$ cat config.mk
export PLATFORM = sky130hd
export DESIGN_NAME = dram_port_arb
export DESIGN_NICKNAME = d
export VERILOG_FILES = /design/src/rtl/dram_arb_pkg.sv /design/src/rtl/arb_rr2.sv /design/src/rtl/dram_port_arb.sv
export SDC_FILE = /design/constraint.sdc
export NUM_CORES = 1
export LEC_CHECK = 0
export ABC_AREA = 1
export CAP_MARGIN = 20
export CORE_AREA = 5 5 302 304
export CTS_CLUSTER_SIZE = 28
export DETAILED_ROUTE_END_ITERATION = 6
export DIE_AREA = 0 0 307 309
export GPL_TIMING_DRIVEN = 0
export PLACE_DENSITY_LB_ADDON = 0.25
export SLEW_MARGIN = 20
export SYNTH_ARGS = -nofsm -noshare
export SYNTH_HDL_FRONTEND = slang
export SYNTH_HIERARCHICAL = 1
export SYNTH_SLANG_ARGS = --single-unit
$ cat constraint.sdc
create_clock -name clk -period 1.7 [get_ports clk]
set_clock_uncertainty 0.1 [all_clocks]
set_input_delay 0.51 -clock clk [delete_from_list [all_inputs] [get_ports clk]]
set_output_delay 0.51 -clock clk [all_outputs]
set_load 0.005 [all_outputs]
$ cat src/rtl/dram_arb_pkg.sv
// Shared types and constants for the data-RAM line-port arbiter.
package dram_arb_pkg;

   typedef enum logic [1:0] {
      IDLE   = 2'd0,
      ISSUE  = 2'd1,
      WAIT_R = 2'd2,
      WAIT_W = 2'd3
   } state_e;

   typedef enum logic {
      REQ_CPU = 1'b0,
      REQ_MON = 1'b1
   } req_id_e;

   localparam int ADR_W = 28;
   localparam logic [127:0] TIMEOUT_DATA = {4{32'hDEADBEEF}};

endpackage

$ cat src/rtl/arb_rr2.sv
// Combinational two-requester picker: a single request always wins; a tie goes to the
// monitor when prio is set, otherwise to the requester that was not granted last.
module arb_rr2
   import dram_arb_pkg::*;
(
   input  logic [1:0] reqs,
   input  req_id_e    last,
   input  logic       prio,
   output req_id_e    winner
);

   always_comb begin
      winner = REQ_CPU;
      if (reqs == 2'b10) begin
         winner = REQ_MON;
      end else if (reqs == 2'b11) begin
         if (prio || (last == REQ_CPU)) begin
            winner = REQ_MON;
         end
      end
   end

endmodule

$ cat src/rtl/dram_port_arb.sv
// Arbiter and sequencer for the single 128-bit data-RAM line port (CPU refill vs. UART monitor).
// Define ARB_TIMEOUT_EN to add a wait-state watchdog that completes a stuck transaction with err.
module dram_port_arb
   import dram_arb_pkg::*;
#(
   parameter int MON_PRIO    = 0,
   parameter int TIMEOUT_CYC = 1024
) (
   input  logic          clk,
   input  logic          rst,
   input  logic          c_req,
   input  logic          m_req,
   input  logic          c_we,
   input  logic          m_we,
   input  logic [31:4]   c_adr,
   input  logic [31:4]   m_adr,
   input  logic [127:0]  c_wdata,
   input  logic [127:0]  m_wdata,
   input  logic [15:0]   c_mask,
   input  logic [15:0]   m_mask,
   output logic          c_gnt,
   output logic          m_gnt,
   output logic          c_done,
   output logic          m_done,
   output logic          c_err,
   output logic          m_err,
   output logic [127:0]  rdata,
   output logic          mem_req,
   output logic          mem_we,
   output logic [31:4]   mem_adr,
   output logic [127:0]  mem_wdata,
   output logic [15:0]   mem_mask,
   input  logic          mem_ready,
   input  logic          mem_rvalid,
   input  logic [127:0]  mem_rdata,
   input  logic          mem_wresp,
   output logic          busy,
   output logic          err_spur
);

   state_e             state_q, state_d;
   req_id_e            last_q, last_d, owner_q, owner_d, winner;
   logic               we_q, we_d;
   logic [ADR_W-1:0]   adr_q, adr_d;
   logic [127:0]       wdata_q, wdata_d, rdata_q, rdata_d;
   logic [15:0]        mask_q, mask_d;
   logic               gnt_q, gnt_d, done_q, done_d, spur_q, spur_d;

   logic               sel_we;
   logic [ADR_W-1:0]   sel_adr;
   logic [127:0]       sel_wdata;
   logic [15:0]        sel_mask;

   arb_rr2 u_pick (
      .reqs   ({m_req, c_req}),
      .last   (last_q),
      .prio   (MON_PRIO != 0),
      .winner (winner)
   );

   assign sel_we    = (winner == REQ_MON) ? m_we    : c_we;
   assign sel_adr   = (winner == REQ_MON) ? m_adr   : c_adr;
   assign sel_wdata = (winner == REQ_MON) ? m_wdata : c_wdata;
   assign sel_mask  = (winner == REQ_MON) ? m_mask  : c_mask;

`ifdef ARB_TIMEOUT_EN
   localparam int CNT_W = (TIMEOUT_CYC > 2) ? $clog2(TIMEOUT_CYC) : 1;
   localparam logic [CNT_W-1:0] CNT_LAST = CNT_W'(TIMEOUT_CYC - 1);
   logic [CNT_W-1:0]   cnt_q, cnt_d;
   logic               err_q, err_d;
`endif

   always_comb begin
      state_d = state_q;
      last_d  = last_q;
      owner_d = owner_q;
      we_d    = we_q;
      adr_d   = adr_q;
      wdata_d = wdata_q;
      mask_d  = mask_q;
      rdata_d = rdata_q;
      gnt_d   = 1'b0;
      done_d  = 1'b0;
      spur_d  = spur_q;
`ifdef ARB_TIMEOUT_EN
      err_d   = 1'b0;
      cnt_d   = (state_q == WAIT_R || state_q == WAIT_W) ? cnt_q + 1'b1 : '0;
`endif
      case (state_q)
         IDLE: begin
            if (mem_rvalid || mem_wresp) spur_d = 1'b1;
            if (c_req || m_req) begin
               state_d = ISSUE;
               gnt_d   = 1'b1;
               owner_d = winner;
               last_d  = winner;
               we_d    = sel_we;
               adr_d   = sel_adr;
               // Reads present zero data/mask on the port.
               wdata_d = sel_we ? sel_wdata : '0;
               mask_d  = sel_we ? sel_mask  : '0;
            end
         end
         ISSUE: begin
            if (mem_rvalid || mem_wresp) spur_d = 1'b1;
            if (mem_ready) state_d = we_q ? WAIT_W : WAIT_R;
         end
         WAIT_R: begin
            if (mem_wresp) spur_d = 1'b1;
            if (mem_rvalid) begin
               rdata_d = mem_rdata;
               done_d  = 1'b1;
               state_d = IDLE;
            end
`ifdef ARB_TIMEOUT_EN
            else if (cnt_q == CNT_LAST) begin
               rdata_d = TIMEOUT_DATA;
               done_d  = 1'b1;
               err_d   = 1'b1;
               state_d = IDLE;
            end
`endif
         end
         WAIT_W: begin
            if (mem_rvalid) spur_d = 1'b1;
            if (mem_wresp) begin
               done_d  = 1'b1;
               state_d = IDLE;
            end
`ifdef ARB_TIMEOUT_EN
            else if (cnt_q == CNT_LAST) begin
               rdata_d = TIMEOUT_DATA;
               done_d  = 1'b1;
               err_d   = 1'b1;
               state_d = IDLE;
            end
`endif
         end
         default: state_d = IDLE;
      endcase
   end

   // Last-grant pointer resets to the monitor so the CPU wins the first tie.
   always_ff @(posedge clk) begin
      if (rst) begin
         state_q <= IDLE;
         last_q  <= REQ_MON;
         owner_q <= REQ_CPU;
         we_q    <= 1'b0;
         adr_q   <= '0;
         wdata_q <= '0;
         mask_q  <= '0;
         rdata_q <= '0;
         gnt_q   <= 1'b0;
         done_q  <= 1'b0;
         spur_q  <= 1'b0;
      end else begin
         state_q <= state_d;
         last_q  <= last_d;
         owner_q <= owner_d;
         we_q    <= we_d;
         adr_q   <= adr_d;
         wdata_q <= wdata_d;
         mask_q  <= mask_d;
         rdata_q <= rdata_d;
         gnt_q   <= gnt_d;
         done_q  <= done_d;
         spur_q  <= spur_d;
      end
   end

`ifdef ARB_TIMEOUT_EN
   always_ff @(posedge clk) begin
      if (rst) begin
         cnt_q <= '0;
         err_q <= 1'b0;
      end else begin
         cnt_q <= cnt_d;
         err_q <= err_d;
      end
   end
`endif

   logic [1:0] gnt_vec, done_vec, err_vec;

   for (genvar gi = 0; gi < 2; gi++) begin : g_req
      localparam req_id_e ID = (gi == 0) ? REQ_CPU : REQ_MON;
      assign gnt_vec[gi]  = gnt_q  && (owner_q == ID);
      assign done_vec[gi] = done_q && (owner_q == ID);
`ifdef ARB_TIMEOUT_EN
      assign err_vec[gi]  = done_vec[gi] && err_q;
`else
      assign err_vec[gi]  = 1'b0;
`endif
   end

   assign c_gnt  = gnt_vec[0];
   assign m_gnt  = gnt_vec[1];
   assign c_done = done_vec[0];
   assign m_done = done_vec[1];
   assign c_err  = err_vec[0];
   assign m_err  = err_vec[1];

   assign mem_req   = (state_q == ISSUE);
   assign mem_we    = mem_req & we_q;
   assign mem_adr   = mem_req ? adr_q   : '0;
   assign mem_wdata = mem_req ? wdata_q : '0;
   assign mem_mask  = mem_req ? mask_q  : '0;

   assign rdata    = rdata_q;
   assign busy     = (state_q != IDLE);
   assign err_spur = spur_q;

endmodule

After elaboration in Yosys (flattened, before gate mapping) --
Index checks and enable logic that the tools add are counted.
Operators by class: eq/ne operators 12, bitwise operators 3, multiplexer cells 26, reduce and logical (&&, ||, !) cells 14
Operators by type and width (count):
- $mux W128 | 3
- $mux W28 | 2
- $mux W16 | 3
- $mux W1 | 11
- $ne A2 B2 Y1 const B | 5
- $eq A2 B2 Y1 const B | 4
- $mux W2 | 4
- $pmux W2 S4 | 1
- $logic_and A1 B1 Y1 | 4
- $ne A2 B1 Y1 const B | 2
- $reduce_and A2 Y1 | 2
- $reduce_and A4 Y1 | 1
- $reduce_or A2 Y1 | 2
- $pmux W1 S3 | 1
- $reduce_and A3 Y1 | 1
- $eq A2 B1 Y1 const B | 1
- $logic_not A2 Y1 | 1
- $logic_or A1 B1 Y1 | 2
- $not A1 Y1 | 2
- $pmux W1 S2 | 1
- $reduce_bool A2 Y1 | 1
- $and A1 B1 Y1 | 1
Storage, ports and cells: logic and storage cells 66, register bits 308, bits of input ports 481, output and inout port bits 310

Longest topological paths before layout --
Gate-level depths: netlist of the first run.
depth after elaboration 5, depth in mapped cells 11, depth with buffers taken out 9

By module --
Netlist of the first run, hierarchy kept.
By module, submodules not included:
- dram_port_arb | instances 1, area each 14127.3 um2, cells each 2229, sequential area each 6165.9 um2
- arb_rr2 | instances 1, area each 15.0 um2, cells each 4, sequential area each 0.0 um2

Worst setup path before layout of the first run --
Ideal clock, no wire load.
path type register to output, start register state_q[0], end output mem_mask[0], data arrival time 1251 ps, setup slack -161 ps, data required time 1090 ps, stages on the path, launching flop included 7, path through dfxtp_1 > inv_2 > nor2_1 > inv_1 > clkbuf_1 > clkbuf_1 > nor2_1
Between the ends: word-level cells in the longest chain between the ends 2
Ends and longest elaborated chain:
- start: declaration | RTL line dram_port_arb.sv:41 | state_e state_q, state_d;
- start signal: assignment | RTL line dram_port_arb.sv:158 | state_q <= state_d;
- $eq A2 B1 Y1 | RTL line dram_port_arb.sv:204 | assign mem_req = (state_q == ISSUE);
- via mem_req | RTL line dram_port_arb.sv:28 | output logic mem_req,
- $mux W16 | RTL line dram_port_arb.sv:208 | assign mem_mask = mem_req ? mask_q : '0;
- end: declaration | RTL line dram_port_arb.sv:32 | output logic [15:0] mem_mask,
The timed path passes the listed nets, and every way through them passes these cells.

Worst setup path after layout of the first run --
start register state_q[0], end output mem_mask[9]
Between the ends: word-level cells in the longest chain between the ends 2
Ends and longest elaborated chain (RTL line):
- $eq A2 B1 Y1 | dram_port_arb.sv:204
- $mux W16 | dram_port_arb.sv:208
Every way passes these cells.

==> results of run 1 <==
==> worst max-delay path by stage <==
stage	from	to	slack, ps
floorplan	c_req	wdata_q[100]	-50
global placement	m_req	wdata_q[100]	-2360
detailed placement	m_req	wdata_q[100]	-1990
CTS	state_q[0]	mem_wdata[106]	-820
global route	state_q[0]	mem_mask[9]	-850
finish	state_q[0]	mem_mask[9]	-740
==> flip-flops by register name, summed over array words and instances (netlist names) <==
register / cells
adr_q: 28
done_q: 1
err_spur: 1
gnt_q: 1
last_q: 1
mask_q: 16
owner_q: 1
rdata: 128
state_q: 2
wdata_q: 128
we_q: 1
==> final cells by class <==
cell class	instances	area (µm²)	area share (%)
antenna	2	5.00	0.0183
clock buffer	56	1130	4.13
multi-input combinational	1454	7450	27.2
sequential	308	6260	22.9
buffer	152	1520	5.55
inverter	316	1200	4.40
clock inverter	12	178	0.648
tap	1165	1460	5.32
timing repair buffer	887	8190	29.9
==> logic make-up after synthesis <==
group                  Yosys count  synth area share, %
AND/OR/NAND/NOR                984                 26.4
buffers and inverters          474                 13.2
AO/OA/AOI/OAI                  466                 16.8
flip-flops                     308                 43.6
other                            1               0.0265
==> power breakdown <==
group | switching, µW | internal (µW)
Combinational | 8000 | 7070
Sequential | 727 | 8740
Clock | 3500 | 5230
==> synthesized netlist by cell type (2+ instances only) <==
cell / count / share of area, %
a21oi_1: 276 / 9.8
a31oi_1: 28 / 1.2
buf_1: 8 / 0.21
buf_2: 32 / 1.1
buf_4: 2 / 0.11
buf_6: 6 / 0.48
clkbuf_1: 110 / 2.9
dfxtp_1: 308 / 44
inv_1: 313 / 8.3
inv_2: 3 / 0.080
nand2_1: 790 / 21
nand3_1: 4 / 0.14
nor2_1: 184 / 4.9
nor3_1: 2 / 0.071
o21ai_0: 161 / 5.7
==> layer usage <==
layer	up-vias	GRT usage, %	wire, µm
li1	8672	-	-
met1	7962	20.8	36100
met2	488	29.5	42400
met3	86	3.77	5000
met4	4	3.69	1610
met5	-	0	27
==> per-stage QoR <==
stage	worst slack [ps]	TNS [ps]
6_report	-737	-149870
5_1_grt	-848	-192090
4_1_cts	-824	-166590
3_5_place_dp	-1990	-602890
3_3_place_gp	-2360	-628950
2_1_floorplan	-46.3	-4020
==> what timing repair did <==
item                       4_1_cts  5_1_grt
gates cloned                    31        6
pin swaps                       33        3
buffers inserted                64        1
resized for setup             1998       39
setup endpoints to repair      616      448
==> critical path, delay by kind of cell, from the launching register on <==
family        cells  cell delay [ps]
buf+inv           6              710
simple gates      2              200
flops             1              350
==> results.json, run 1 <==
{
  "finalHoldWorstSlack_ps": 339,
  "cts_tree": "built",
  "fillers": 9637,
  "place_area_um2": 23600,
  "clk_latency_ps": 550,
  "ff2ff_path_depth": 15,
  "max_slew.worst_pin.slew_ps": 972,
  "grt_max_degree": 12,
  "path_class": "register to output port",
  "yosysWarnings": 6,
  "total_power_uw": 33300,
  "final_max_slew_viol_count": 0,
  "dp_hpwl_um": 63600,
  "fp.dieW_um": 307,
  "initial_utilization_pct": 16.1,
  "drc": 0,
  "wl_um": 85100,
  "layout_common_cells": "622 x nand2_1, 477 x clkdlybuf4s50_1, 309 x inv_1",
  "synthArstFlopShare_pct": 0,
  "synth.distinct_cells": 21,
  "final_nets": 3640,
  "synth_flop_cell": "dfxtp_1",
  "hold_depth": 2,
  "h-tree-depth": 2,
  "p_leak_uw": 0.0116,
  "synth_area_per_cell_um2": 6.33,
  "hold_path.class": "register to register",
  "die-area_um2": 94900,
  "synth-edff-count": 0,
  "wire_per_inst_um": 19.6,
  "reg2reg_from": "last_q",
  "dr_total_vias": 17212,
  "clkSinkCount": 308,
  "syn2layout_area_growth_pct": 93.8,
  "hold_start": "rdata[7]",
  "r2r-end": "wdata_q[23]",
  "grt_pass1_vias": 16765,
  "final_common_cell": "nand2_1",
  "crit_slowest_cell": "dfxtp_4",
  "rsz0062_at_grt": "yes",
  "setup_viol": 337,
  "crit_fanout": 5,
  "hold_viol": 0,
  "gp_congestion": 0.864,
  "relSlewSlack_pct": 35.2,
  "crit_required_ps": 1090,
  "viasPerCell": 3.95,
  "crit_arrival_ps": 1830,
  "ys_ff_latch": 308,
  "fin_area_um2": 27400,
  "die_height_um": 309,
  "hold_end": "rdata[7]",
  "fin_cells": 4352,
  "fmax_mhz": 410,
  "max_stage_delay_ps": 350,
  "antenna_found_initial": 9,
  "final.min_clock_period_ps": 2440,
  "crit_path_end_kind": "output port",
  "final_core_util_pct": 31.2,
  "portBuffers": 788,
  "layout_setup_ws_ps": -737,
  "cts_buffers": 40,
  "r2r_setup_slack_ps": -370,
  "cts.hold.buffers_added": 0,
  "max_cap_violations": 0,
  "crit_chain": "inv_4 > nor2_4 > inv_4 > clkbuf_16 > buf_12 > clkbuf_16 > nor2_1 > buf_2",
  "synthCells": 2233,
  "gr-total-overflow": 0,
  "violations": "setup timing",
  "drive_gt1_share_pct": 30.6,
  "outcome": "complete, but fails checks",
  "placed_cells": 4188,
  "ys_seq_area_share_pct": 43.6,
  "power.density_nw_per_um2": 1210,
  "core_region_area_um2": 88000,
  "first_pass_iters": 5,
  "clk_pin_slew_ps": 50,
  "drtAntennaViolNets": 0,
  "placementRows": 109,
  "grt_use_total_pct": 16.7,
  "drt_iter0_drc": 889,
  "synth_area_um2": 14100,
  "ctsRootBufferMaster": "clkbuf_16",
  "clockBufferDepth": 3,
  "grt_first_pass_wirelength_um": 118000,
  "ir_drop_mv": 0.627,
  "fin_crit_sh_pct": 143,
  "pin_count": 791,
  "worstSetupStartpointType": "register"
}
Power figures use the tool's default switching activity.
==> run 2: changes to the inputs <==
Settings changed: SLEW_MARGIN 20 to 0.
==> run 2 against run 1 <==
Critical path type unchanged. Clock-buffer cell count unchanged. Final area up 0.41%. Critical endpoint is now mem_wdata[124]. The run still ends with setup timing left. Largest cell class unchanged. Combinational power about the same. Register-to-register slack about the same. Sequential cell count unchanged.
==> results.json, run 2 (synthesis results as in run 1) <==
{
  "outcome": "complete, but fails checks",
  "violations": "setup timing",
  "core_region_area_um2": 88000,
  "final_nets": 3621,
  "final_max_slew_viol_count": 0,
  "clk_pin_slew_ps": 50,
  "layout_setup_ws_ps": -779,
  "crit_slowest_cell": "dfxtp_4",
  "pin_count": 791,
  "clk_latency_ps": 550,
  "fin_tns_setup_ps": -163840,
  "dr_total_vias": 17147,
  "ir_drop_mv": 0.570,
  "portBuffers": 788,
  "die-area_um2": 94900,
  "first_pass_iters": 6,
  "fp.dieW_um": 307,
  "setup_viol": 450,
  "drc": 0,
  "syn2layout_area_growth_pct": 94.6,
  "pre_cts_ws_ps": -1890,
  "crit_required_ps": 1090,
  "grt_max_degree": 12,
  "h-tree-depth": 2,
  "hold_viol": 0,
  "viasPerCell": 3.96,
  "grt_pass1_vias": 16813,
  "max_cap_violations": 0,
  "drt_iter0_drc": 959,
  "crit_arrival_ps": 1870,
  "relSlewSlack_pct": 40.9,
  "ctsRootBufferMaster": "clkbuf_16",
  "final.min_clock_period_ps": 2480,
  "critPathTopFamily": "buffers and inverters",
  "fmax_mhz": 403,
  "wl_met3_um": 4980,
  "max_stage_delay_ps": 350,
  "final_common_cell": "nand2_1",
  "p_leak_uw": 0.0115,
  "placementRows": 109,
  "gp_congestion": 0.864,
  "worstSetupStartpointType": "register",
  "fin_crit_sh_pct": 146,
  "wl_met1_um": 34900,
  "crit_path_end_kind": "output port",
  "initial_utilization_pct": 16.1,
  "max_slew.worst_pin.slew_ps": 886,
  "grt_first_pass_wirelength_um": 116000,
  "wire_per_inst_um": 19.3,
  "power.density_nw_per_um2": 1200,
  "cts_tree": "built",
  "clockBufferDepth": 3,
  "rsz0062_at_grt": "yes",
  "gr-total-overflow": 0,
  "drtAntennaViolNets": 0,
  "fin_area_um2": 27500,
  "hold_path.class": "register to register",
  "wl_met2_um": 40700,
  "cts_buffers": 40,
  "die_height_um": 309,
  "place_area_um2": 23600,
  "dp_hpwl_um": 63700,
  "wl_um": 83700,
  "layout_common_cells": "639 x nand2_1, 477 x clkdlybuf4s50_1, 310 x inv_1",
  "drive_gt1_share_pct": 30.8,
  "top_layer": "met5",
  "path_buf_inv": 6,
  "finalHoldWorstSlack_ps": 338,
  "fin_cells": 4335,
  "grt_use_total_pct": 16.4,
  "antenna_found_initial": 12,
  "crit_chain": "inv_4 > nor2_4 > inv_4 > clkbuf_16 > buf_12 > clkbuf_16 > nor2_4 > buf_6",
  "clkSinkCount": 308,
  "path_class": "register to output port",
  "crit_fanout": 9,
  "placed_cells": 4189,
  "fillers": 9767
}
[run 2: cell count changes in the layout (fill, tap and decap cells not counted), moves of 5 or more]
cell      change
diode_2       +5
clkbuf_2      +7
nor2_1       -37
nor2_4       +36
buf_2        -31
buf_4        -12
nand2_2      -17
buf_6        +31
nand2_1      +17
[run 2: worst min-delay path, cell delays in order, from the launching register on]
cell and delay (ps):
dfxtp_1 300, inv_1 40, a21oi_1 50
[run 2: path summary, 6_finish.rpt]
check,start,endpoint,slack (ps),cells past startpoint
worst max-delay path,state_q[0],mem_wdata[124],-780,8
worst min-delay path,rdata[120],rdata[120],340,2
worst max register to register,last_q,wdata_q[69],-380,14
worst min register to register,rdata[120],rdata[120],340,2
[run 2: per-layer routing]
layer  up-vias  track usage, %
li1       8645               -
met1      7824            20.2
met2       536            28.4
met3       140            3.88
met4         2            5.17
met5         -               0
[run 2: final cells by class]
type | instances | area [µm²] | area share, %
clock buffer | 56 | 1160 | 4.23
antenna | 7 | 17.5 | 0.0636
timing repair buffer | 867 | 8210 | 29.8
clock inverter | 9 | 87.6 | 0.318
sequential | 308 | 6260 | 22.8
multi-input combinational | 1453 | 7660 | 27.8
inverter | 316 | 1200 | 4.36
buffer | 154 | 1470 | 5.34
tap | 1165 | 1460 | 5.30
[run 2: through the flow]
stage	total power, µW	util, %
6_report	33000	31.3
5_1_grt	34900	31.3
4_1_cts	32900	30.9
3_5_place_dp	20300	26.9
3_3_place_gp	20300	26.8
2_1_floorplan	14200	-
[run 2: repair_timing]
action	4_1_cts	5_1_grt
gates resized for setup	1916	200
gates cloned	31	2
hold buffers	0	0
pin swaps	25	1
setup endpoints to repair	616	491
setup buffers	41	5
[run 2: report_power, final]
part	switching [µW]	internal, µW	total (µW)
logic	8120	7040	15200
clock network	3470	4890	8360
registers	732	8740	9470
==> run 3: changes to the inputs <==
Settings changed: CORE_AREA 5 5 302 304 to 2 2 308 310, DIE_AREA 0 0 307 309 to 0 0 310 312, PLACE_DENSITY_LB_ADDON 0.25 to default.
==> run 3 against run 2 <==
The run still ends with setup timing left. Total power up 9.4%. First-iteration DRC count is 0.63% higher. Largest power group unchanged. Core utilization increased by 0.93 points. Critical endpoint is now mem_wdata[102]. Clock power grew 6.0%.
==> results.json, run 3 (synthesis results as in run 1) <==
{
  "outcome": "complete, but fails checks",
  "violations": "setup timing",
  "rsz0062_at_grt": "yes",
  "core_region_area_um2": 93000,
  "h-tree-depth": 2,
  "cts_tree": "built",
  "worstSetupStartpointType": "register",
  "final_common_cell": "nand2_1",
  "die_height_um": 312,
  "clockBufferDepth": 3,
  "crit_path_end_kind": "output port",
  "relSlewSlack_pct": 45.7,
  "cts.hold.buffers_added": 0,
  "max_slew.worst_pin.slew_ps": 815,
  "path_buf_inv": 6,
  "wire_per_inst_um": 18.5,
  "crit_fanout": 8,
  "fin_crit_sh_pct": 153,
  "viasPerCell": 4.01,
  "crit_chain": "nor2_4 > inv_4 > clkbuf_16 > buf_12 > clkbuf_16 > buf_6 > nor2_4 > buf_6",
  "drtAntennaViolNets": 0,
  "first_pass_iters": 5,
  "power.density_nw_per_um2": 1200,
  "crit_arrival_ps": 1990,
  "gr-total-overflow": 0,
  "grt_first_pass_wirelength_um": 108000,
  "clk_latency_ps": 570,
  "fmax_mhz": 385,
  "final_nets": 3662,
  "portBuffers": 788,
  "drc": 0,
  "wl_um": 82900,
  "initial_utilization_pct": 15.2,
  "placed_cells": 4278,
  "die-area_um2": 96700,
  "clk_pin_slew_ps": 60,
  "path_class": "register to output port",
  "final.min_clock_period_ps": 2600,
  "dr_total_vias": 17915,
  "setup_viol": 414,
  "ctsRootBufferMaster": "clkbuf_16",
  "antenna_found_initial": 5,
  "layout_common_cells": "589 x nand2_1, 476 x clkdlybuf4s50_1, 309 x inv_1",
  "place_area_um2": 23700,
  "ir_drop_mv": 0.669,
  "fp.dieW_um": 310,
  "crit_required_ps": 1090,
  "grt_pass1_vias": 16759,
  "crit_slowest_cell": "dfxtp_4",
  "p_leak_uw": 0.0131,
  "fin_area_um2": 30000,
  "max_stage_delay_ps": 370,
  "hold_path.class": "register to register",
  "dp_hpwl_um": 60500,
  "hold_viol": 0,
  "drt_iter0_drc": 965,
  "critPathTopFamily": "buffers and inverters",
  "placementRows": 112,
  "max_cap_violations": 0,
  "fin_cells": 4469,
  "layout_setup_ws_ps": -896,
  "syn2layout_area_growth_pct": 112,
  "pin_count": 791,
  "clkSinkCount": 308,
  "gp_congestion": 0.929,
  "final_max_slew_viol_count": 0,
  "grt_max_degree": 12,
  "cts_buffers": 40,
  "drive_gt1_share_pct": 35.6,
  "pre_cts_ws_ps": -2570,
  "grt_use_total_pct": 15.1
}
-- run 3: cell count changes in the layout (fill, tap and decap cells not counted), moves of 56 or more --
| cell | previous run | this run |
|---|---|---|
| buf_2 | 242 | 133 |
| nand2_4 | 47 | 127 |
| clkbuf_2 | 33 | 103 |
| a21oi_1 | 214 | 153 |
| a21oi_2 | 61 | 121 |
| nor2_4 | 77 | 133 |
-- run 3: final cells by class --
type	count	area, µm²
clock inverter	11	143
timing repair buffer	913	9260
multi-input combinational	1453	8840
fill	9859	63100
buffer	149	1460
antenna	5	12.5
clock buffer	60	1230
tap	1254	1570
inverter	316	1200
sequential	308	6260
-- run 3: timing repair --
action | in CTS | in global routing
cloned | 19 | 21
hold endpoints to repair | 0 | 0
gates resized for setup | 1026 | 1316
setup endpoints to repair | 616 | 615
pin swaps | 8 | 50
setup buffers | 52 | 37
-- run 3: worst register-to-register path, delay by kind of cell, from the launching register on --
kind	cells	cell delay, ps
and+or+nand+nor	5	490
DFF	1	340
AOI/OAI and AO/OA	2	270
buffers and inverters	7	880
-- run 3: path summary, 6_finish.rpt --
path | endpoint | from | slack, ps | cells after the start
setup reg to reg | wdata_q[36] | last_q | -520 | 14
setup / recovery | mem_wdata[102] | state_q[1] | -900 | 8
hold / removal | rdata[119] | rdata[119] | 340 | 2
hold reg to reg | rdata[119] | rdata[119] | 340 | 2
-- run 3: metal layers --
layer | up-vias | routed length [µm] | track usage (%)
li1 | 8716 | - | -
met1 | 8442 | 33900 | 18.2
met2 | 608 | 40500 | 25.9
met3 | 143 | 5700 | 3.53
met4 | 6 | 2780 | 5.92
met5 | - | 44 | 0
-- run 3: through the flow --
stage          total power, µW  TNS [ps]  util [%]  hold WS [ps]
2_1_floorplan            14200     -4020         -           329
3_3_place_gp             20200   -693650      25.5           332
3_5_place_dp             20300   -648770      25.5           336
4_1_cts                  32800   -327510      28.5           344
5_1_grt                  37900   -229300      32.2           354
6_report                 36100   -184970      32.2           339
-- run 3: report_power, final --
part | leakage (µW) | total [µW] | internal (µW) | switching (µW)
registers | 0.00254 | 9560 | 8730 | 830
logic | 0.00983 | 17700 | 8310 | 9360
clock network | 0.000680 | 8860 | 5310 | 3550
total | 0.0131 | 36100 | 22400 | 13700
